File: config.mk
export PLATFORM = sky130hd
export DESIGN_NAME = atm_keypad_frontend
export DESIGN_NICKNAME = d
export VERILOG_FILES = /design/src/rtl/atm_pkg.sv /design/src/rtl/atm_amount_accum.sv /design/src/rtl/atm_keypad_frontend.sv
export SDC_FILE = /design/constraint.sdc
export NUM_CORES = 1
export LEC_CHECK = 0
export CORE_ASPECT_RATIO = 0.6
export CORE_UTILIZATION = 50
export DETAILED_ROUTE_END_ITERATION = 7
export PLACE_DENSITY = 0.88
export SLEW_MARGIN = 30
export SYNTH_ARGS = -nofsm -noshare
export SYNTH_HDL_FRONTEND = slang
export SYNTH_SLANG_ARGS = --single-unit
File: constraint.sdc
create_clock -name clk -period 2.4 [get_ports clk]
set_input_delay 0.24 -clock clk [delete_from_list [all_inputs] [get_ports clk]]
set_output_delay 0.24 -clock clk [all_outputs]
set_load 0.1 [all_outputs]
File: src/rtl/atm_pkg.sv
// atm_pkg: shared states, key codes, opcodes and limits for the ATM keypad front end
package atm_pkg;
   localparam int AMT_W = 6;
   localparam int AMT_MAX = 63;
   localparam int PIN_TRIES = 3;
   localparam int VERDICT_TIMEOUT = 16;
   typedef enum logic [2:0] {
      ST_IDLE,
      ST_LANG,
      ST_PIN,
      ST_PWAIT,
      ST_MENU,
      ST_AMOUNT,
      ST_HOLD
   } fe_state_t;
   localparam int CMD_ENTER = 0;
   localparam int CMD_CANCEL = 1;
   localparam int CMD_CLEAR = 2;
   localparam int CMD_HOME = 3;
   localparam int CMD_WDRAW = 4;
   localparam int CMD_DEPOS = 5;
   localparam int CMD_BALNC = 6;
   localparam int CMD_LANG = 7;
   localparam logic [1:0] OP_WDRAW = 2'b00;
   localparam logic [1:0] OP_DEPOS = 2'b01;
   localparam logic [1:0] OP_BALNC = 2'b10;
   localparam logic [1:0] OP_EXIT = 2'b11;
   // one-hot pulse codes, order {insert_card, language_chosen, pin_valid, op_valid, exit, home_in}
   localparam logic [5:0] PL_INSERT = 6'b100000;
   localparam logic [5:0] PL_LANG = 6'b010000;
   localparam logic [5:0] PL_PIN = 6'b001000;
   localparam logic [5:0] PL_OP = 6'b000100;
   localparam logic [5:0] PL_EXIT = 6'b000010;
   localparam logic [5:0] PL_HOME = 6'b000001;
endpackage

File: src/rtl/atm_amount_accum.sv
// atm_amount_accum: two-digit decimal amount accumulator saturating at AMT_MAX
module atm_amount_accum
   import atm_pkg::*;
(
   input  logic             clk,
   input  logic             rst,
   input  logic             clr,
   input  logic             add,
   input  logic [3:0]       digit,
   output logic [AMT_W-1:0] acc
);
   logic [1:0] ndig;
   logic [9:0] sum;
   assign sum = 10'(acc) * 10'd10 + 10'(digit);
   always_ff @(posedge clk or posedge rst)
      if (rst) begin
         acc <= '0;
         ndig <= '0;
      end else if (clr) begin
         acc <= '0;
         ndig <= '0;
      end else if (add && digit <= 4'd9 && ndig < 2'd2) begin
         acc <= sum > 10'(AMT_MAX) ? AMT_W'(AMT_MAX) : sum[AMT_W-1:0];
         ndig <= ndig + 2'd1;
      end
endmodule

File: src/rtl/atm_keypad_frontend.sv
// atm_keypad_frontend: card/keypad sequencer for language, PIN, menu and amount entry
module atm_keypad_frontend
   import atm_pkg::*;
(
   input  logic             clk,
   input  logic             rst,
   input  logic             card_detect,
   input  logic             key_valid,
   input  logic             key_cmd,
   input  logic [3:0]       key_code,
   input  logic             pin_ok,
   input  logic             pin_rej,
   output logic             insert_card,
   output logic             language_chosen,
   output logic             pin_valid,
   output logic             op_valid,
   output logic             exit,
   output logic             home_in,
   output logic [3:0]       pin,
   output logic [1:0]       operation,
   output logic [AMT_W-1:0] withdraw_amount,
   output logic [AMT_W-1:0] deposit_amount,
   output logic [2:0]       fe_state
);
   fe_state_t state, state_n;
   logic card_prev, acc_clr, acc_add, data, cancel;
   logic [1:0] tries, tries_n, op_n;
   logic [3:0] cnt, cnt_n, pin_n;
   logic [5:0] pulse, pulse_n;
   logic [7:0] k;
   logic [AMT_W-1:0] acc, wamt_n, damt_n;
   assign k = (key_valid && key_cmd && !key_code[3]) ? 8'd1 << key_code[2:0] : 8'd0;
   assign data = key_valid & ~key_cmd;
   // card removal behaves like CANCEL and outranks any key in the same cycle
   assign cancel = state != ST_IDLE && (!card_detect || k[CMD_CANCEL]);
   assign {insert_card, language_chosen, pin_valid, op_valid, exit, home_in} = pulse;
   assign fe_state = state;
   atm_amount_accum u_acc (
      .clk(clk),
      .rst(rst),
      .clr(acc_clr),
      .add(acc_add),
      .digit(key_code),
      .acc(acc)
   );
   always_comb begin
      state_n = state;
      tries_n = tries;
      cnt_n = cnt;
      pin_n = pin;
      op_n = operation;
      wamt_n = withdraw_amount;
      damt_n = deposit_amount;
      pulse_n = '0;
      acc_clr = 1'b0;
      acc_add = 1'b0;
      if (cancel) begin
         state_n = ST_IDLE;
         tries_n = '0;
         cnt_n = '0;
         pin_n = '0;
         op_n = OP_EXIT;
         wamt_n = '0;
         damt_n = '0;
         pulse_n = PL_EXIT;
         acc_clr = 1'b1;
      end else begin
         case (state)
            ST_IDLE: begin
               op_n = OP_WDRAW;
               if (card_detect && !card_prev) begin
                  state_n = ST_LANG;
                  pulse_n = PL_INSERT;
               end
            end
            ST_LANG:
               if (k[CMD_LANG]) begin
                  state_n = ST_PIN;
                  pulse_n = PL_LANG;
               end
            ST_PIN:
               if (data) pin_n = key_code;
               else if (k[CMD_CLEAR]) pin_n = '0;
               else if (k[CMD_ENTER]) begin
                  state_n = ST_PWAIT;
                  pulse_n = PL_PIN;
                  cnt_n = '0;
               end
            ST_PWAIT:
               if (pin_ok && !pin_rej) begin
                  state_n = ST_MENU;
                  tries_n = '0;
               end else if (pin_rej || cnt == 4'(VERDICT_TIMEOUT - 1)) begin
                  cnt_n = '0;
                  if (tries == 2'(PIN_TRIES - 1)) begin
                     state_n = ST_IDLE;
                     tries_n = '0;
                     pin_n = '0;
                     pulse_n = PL_EXIT;
                  end else begin
                     state_n = ST_PIN;
                     tries_n = tries + 2'd1;
                  end
               end else cnt_n = cnt + 4'd1;
            ST_MENU:
               if (k[CMD_WDRAW] || k[CMD_DEPOS]) begin
                  state_n = ST_AMOUNT;
                  op_n = k[CMD_DEPOS] ? OP_DEPOS : OP_WDRAW;
                  pulse_n = PL_OP;
                  acc_clr = 1'b1;
               end else if (k[CMD_BALNC]) begin
                  op_n = OP_BALNC;
                  pulse_n = PL_OP;
               end
            ST_AMOUNT:
               if (k[CMD_HOME]) begin
                  state_n = ST_MENU;
                  pulse_n = PL_HOME;
                  acc_clr = 1'b1;
               end else if (k[CMD_CLEAR]) acc_clr = 1'b1;
               else if (k[CMD_ENTER] && acc != '0) begin
                  state_n = ST_HOLD;
                  wamt_n = operation == OP_DEPOS ? '0 : acc;
                  damt_n = operation == OP_DEPOS ? acc : '0;
                  cnt_n = '0;
               end else acc_add = data;
            ST_HOLD:
               if (cnt == 4'd1) begin
                  state_n = ST_MENU;
                  wamt_n = '0;
                  damt_n = '0;
                  cnt_n = '0;
                  acc_clr = 1'b1;
               end else cnt_n = cnt + 4'd1;
            default: state_n = ST_IDLE;
         endcase
      end
   end
   // card history resets high so a card already present at reset exit is not an insertion
   always_ff @(posedge clk or posedge rst)
      if (rst) begin
         state <= ST_IDLE;
         card_prev <= 1'b1;
         tries <= '0;
         cnt <= '0;
         pin <= '0;
         operation <= '0;
         withdraw_amount <= '0;
         deposit_amount <= '0;
         pulse <= '0;
      end else begin
         state <= state_n;
         card_prev <= card_detect;
         tries <= tries_n;
         cnt <= cnt_n;
         pin <= pin_n;
         operation <= op_n;
         withdraw_amount <= wamt_n;
         deposit_amount <= damt_n;
         pulse <= pulse_n;
      end
endmodule

==> impl_metrics.env <==
export IMPL_netlist_instances=283
export IMPL_fill_cells=359
export IMPL_dpl_cell_area_um2=3510
export IMPL_wl_per_cell_um=17.3
export IMPL_hold_path_class="input port to async pin"
export IMPL_antenna_left=0
export IMPL_synth_fp_nets=309
export IMPL_failed_checks="design-rule violations, negative setup slack"
export IMPL_drtIter0Drc=319
export IMPL_powerDensity_nw_per_um2=830
export IMPL_final_max_slew_viol_count=0
export IMPL_grt_max_degree=43
export IMPL_drc=7
export IMPL_synth_top_cell_by_area="dfrtp_1"
export IMPL_skew_ns=0.00991
export IMPL_coreArea_um2=5180
export IMPL_synth_top_area_share=0.372
export IMPL_grt_total_usage=0.264
export IMPL_htreeDepth=2
export IMPL_hold_ws_ns=0.375
export IMPL_ys_seq_area_frac=0.381
export IMPL_drive_gt1_frac=0.363
export IMPL_final_common_cell="buf_4"
export IMPL_finalHoldViolations=0
export IMPL_drt_total_wl_mm=7.57
export IMPL_end_kind="flop"
export IMPL_tns_ns=-1.63
export IMPL_layout_nets=397
export IMPL_dpl_worst_slack_ns=-0.249
export IMPL_clkLatencyLatePin_ns=0.30
export IMPL_place_congestion=0.975
export IMPL_ir_worst_vdd_mv=0.471
export IMPL_core_rowCount=20
export IMPL_r2r_end="deposit_amount[5]$_DFFE_PP0P_"
export IMPL_overflow=0
export IMPL_timing_final_crit_share=1.05
export IMPL_setup_violations_final=21
export IMPL_synthToLayoutAreaGrowth_pct=33.7
export IMPL_dr_pass1_iters=8
export IMPL_cap_violations=0
export IMPL_mostFrequentLayoutCells="buf_4, dfrtp_1, nor2_1"
export IMPL_critPathMaxFanout=12
export IMPL_status="finished, violations left"
export IMPL_async_flop_share=1.00
export IMPL_grt_pass1_vias=2307
export IMPL_crit_arrival_ns=2.71
export IMPL_avgSynthCellArea_um2=9.75
export IMPL_worst_r2r_cell_count=8
export IMPL_antenna_found_initial=0
export IMPL_route_vias_total=2619
export IMPL_cp_data_required_time_ns=2.58
export IMPL_final_util=0.712
export IMPL_ys_types=64
export IMPL_diodes=0
export IMPL_clock_sinks=42
export IMPL_yosysWarnings=0
export IMPL_synthTopCellsByArea="dfrtp_1, ha_1, mux2_4"
export IMPL_r2r_start="u_acc.acc[1]$_DFFE_PP0P_"
export IMPL_ys_ff_latch=42
export IMPL_cts_tree="yes"
export IMPL_p_leak_nw=1.78
export IMPL_power_mw=3.06
export IMPL_synth_top_flop_cell="dfrtp_1"
export IMPL_viasPerCell=5.98
export IMPL_worstMarginPinSlew_ns=0.820
export IMPL_die_y_um=59.6
export IMPL_max_clock_path_buffers=2
export IMPL_stdcell_count=438
export IMPL_grt_first_pass_wirelength_mm=11.8
export IMPL_num_io_pins=38
export IMPL_fp_dieArea_um2=5830
export IMPL_max_slew_margin_rel=0.453
export IMPL_postCtsHoldBufs=0
export IMPL_reg2reg_slack_ns=-0.12
export IMPL_path_clk_slew_ns=0.09
export IMPL_dpl_hpwl_mm=5.62
export IMPL_fin_crit_ns=2.52
export IMPL_maxClockFrequency_mhz=396
export IMPL_cts_made_buffers=5
export IMPL_portBuffers=37
export IMPL_setup_ws_ns=-0.123
export IMPL_start_kind="flop"
export IMPL_finish_instance_area_um2=3690
export IMPL_rsz0062_at_grt="yes"
export IMPL_synth_edff_count=0
export IMPL_initial_core_util=0.533
export IMPL_synth_area_um2=2760
export IMPL_die_x_um=97.9
export IMPL_path_class="flop to flop"
export IMPL_dp_cells=427
export IMPL_clockRootBuffer="clkbuf_8"
layout make-up:
cell class | count | area [um2] | share of cell area
tap | 66 | 82.6 | 0.0224
inverter | 16 | 60.1 | 0.0163
clock buffer | 6 | 72.6 | 0.0197
clock inverter | 2 | 37.5 | 0.0102
sequential | 42 | 1060 | 0.287
multi-input combinational | 213 | 1640 | 0.446
timing repair buffer | 93 | 736 | 0.199
report_power, final:
part           leakage (nW)  switching (mW)  internal (mW)  total, mW
registers             0.567          0.0990          0.793      0.892
clock network        0.0514           0.264          0.311      0.575
logic                  1.16            1.02          0.572       1.60
worst max-delay path by stage:
stage	from	end	slack, ns	cells past startpoint
2_1_floorplan	u_acc.acc[1]$_DFFE_PP0P_	u_acc.acc[3]$_DFFE_PP0P_	-0.05	9
3_3_place_gp	key_code[3]	fe_state[0]$_DFFE_PP0P_	-0.20	8
3_5_place_dp	key_code[3]	fe_state[0]$_DFFE_PP0P_	-0.25	6
4_1_cts	u_acc.acc[1]$_DFFE_PP0P_	u_acc.acc[4]$_DFFE_PP0P_	-0.05	10
5_1_grt	u_acc.acc[3]$_DFFE_PP0P_	u_acc.acc[4]$_DFFE_PP0P_	-0.16	10
6_report	u_acc.acc[1]$_DFFE_PP0P_	deposit_amount[5]$_DFFE_PP0P_	-0.12	8
kinds of logic (layout without fill, tap and decap cells):
logic type / Yosys count / after routing / share of synthesized area
xor+xnor: 5 / 5 / 0.0159
flops: 42 / 42 / 0.381
mux: 22 / 22 / 0.101
simple gates: 114 / 114 / 0.223
compound gates: 56 / 56 / 0.159
buf+inv: 28 / 117 / 0.0431
fa+ha+maj: 16 / 16 / 0.0771
metal layers:
metal	routed length, um	GRT usage
met5	0	0
met4	51	0.0411
met3	778	0.0590
met1	3640	0.406
met2	3110	0.379
registers in the layout, indices dropped and copies added (netlist names), 2 cells and up:
| name | count |
|---|---|
| u_acc.acc | 6 |
| operation | 2 |
| tries | 2 |
| pulse | 6 |
| cnt | 4 |
| u_acc.ndig | 2 |
| fe_state | 3 |
| pin | 4 |
| withdraw_amount | 6 |
| deposit_amount | 6 |
Yosys cell counts, types with 4 or more instances:
| cell | number |
|---|---|
| dfrtp_1 | 41 |
| nor2_1 | 28 |
| nand3_1 | 24 |
| nand2_1 | 16 |
| inv_1 | 15 |
| ha_1 | 13 |
| mux2_4 | 10 |
| nor3_1 | 10 |
| a21oi_1 | 9 |
| o21ai_0 | 9 |
| clkbuf_1 | 8 |
| mux2_2 | 6 |
| mux2i_1 | 6 |
| nand2b_1 | 5 |
| o211ai_1 | 5 |
| nor2b_1 | 4 |
| or3_1 | 4 |
worst max-delay path: stages (launching register included):
cell     delay (ns)
dfrtp_1        0.40
buf_4          0.14
buf_4          0.12
or4_4          0.41
or4_4          0.56
a21oi_4        0.22
a31oi_2        0.07
buf_12         0.17
mux2_4         0.30
repair_timing:
item | 4_1_cts | 5_1_grt
cloned | 0 | 0
setup buffers | 1 | 2
pin swaps | 5 | 6
gates resized for setup | 1 | 8
setup endpoints to repair | 8 | 20
Power figures use the tool's default switching activity.
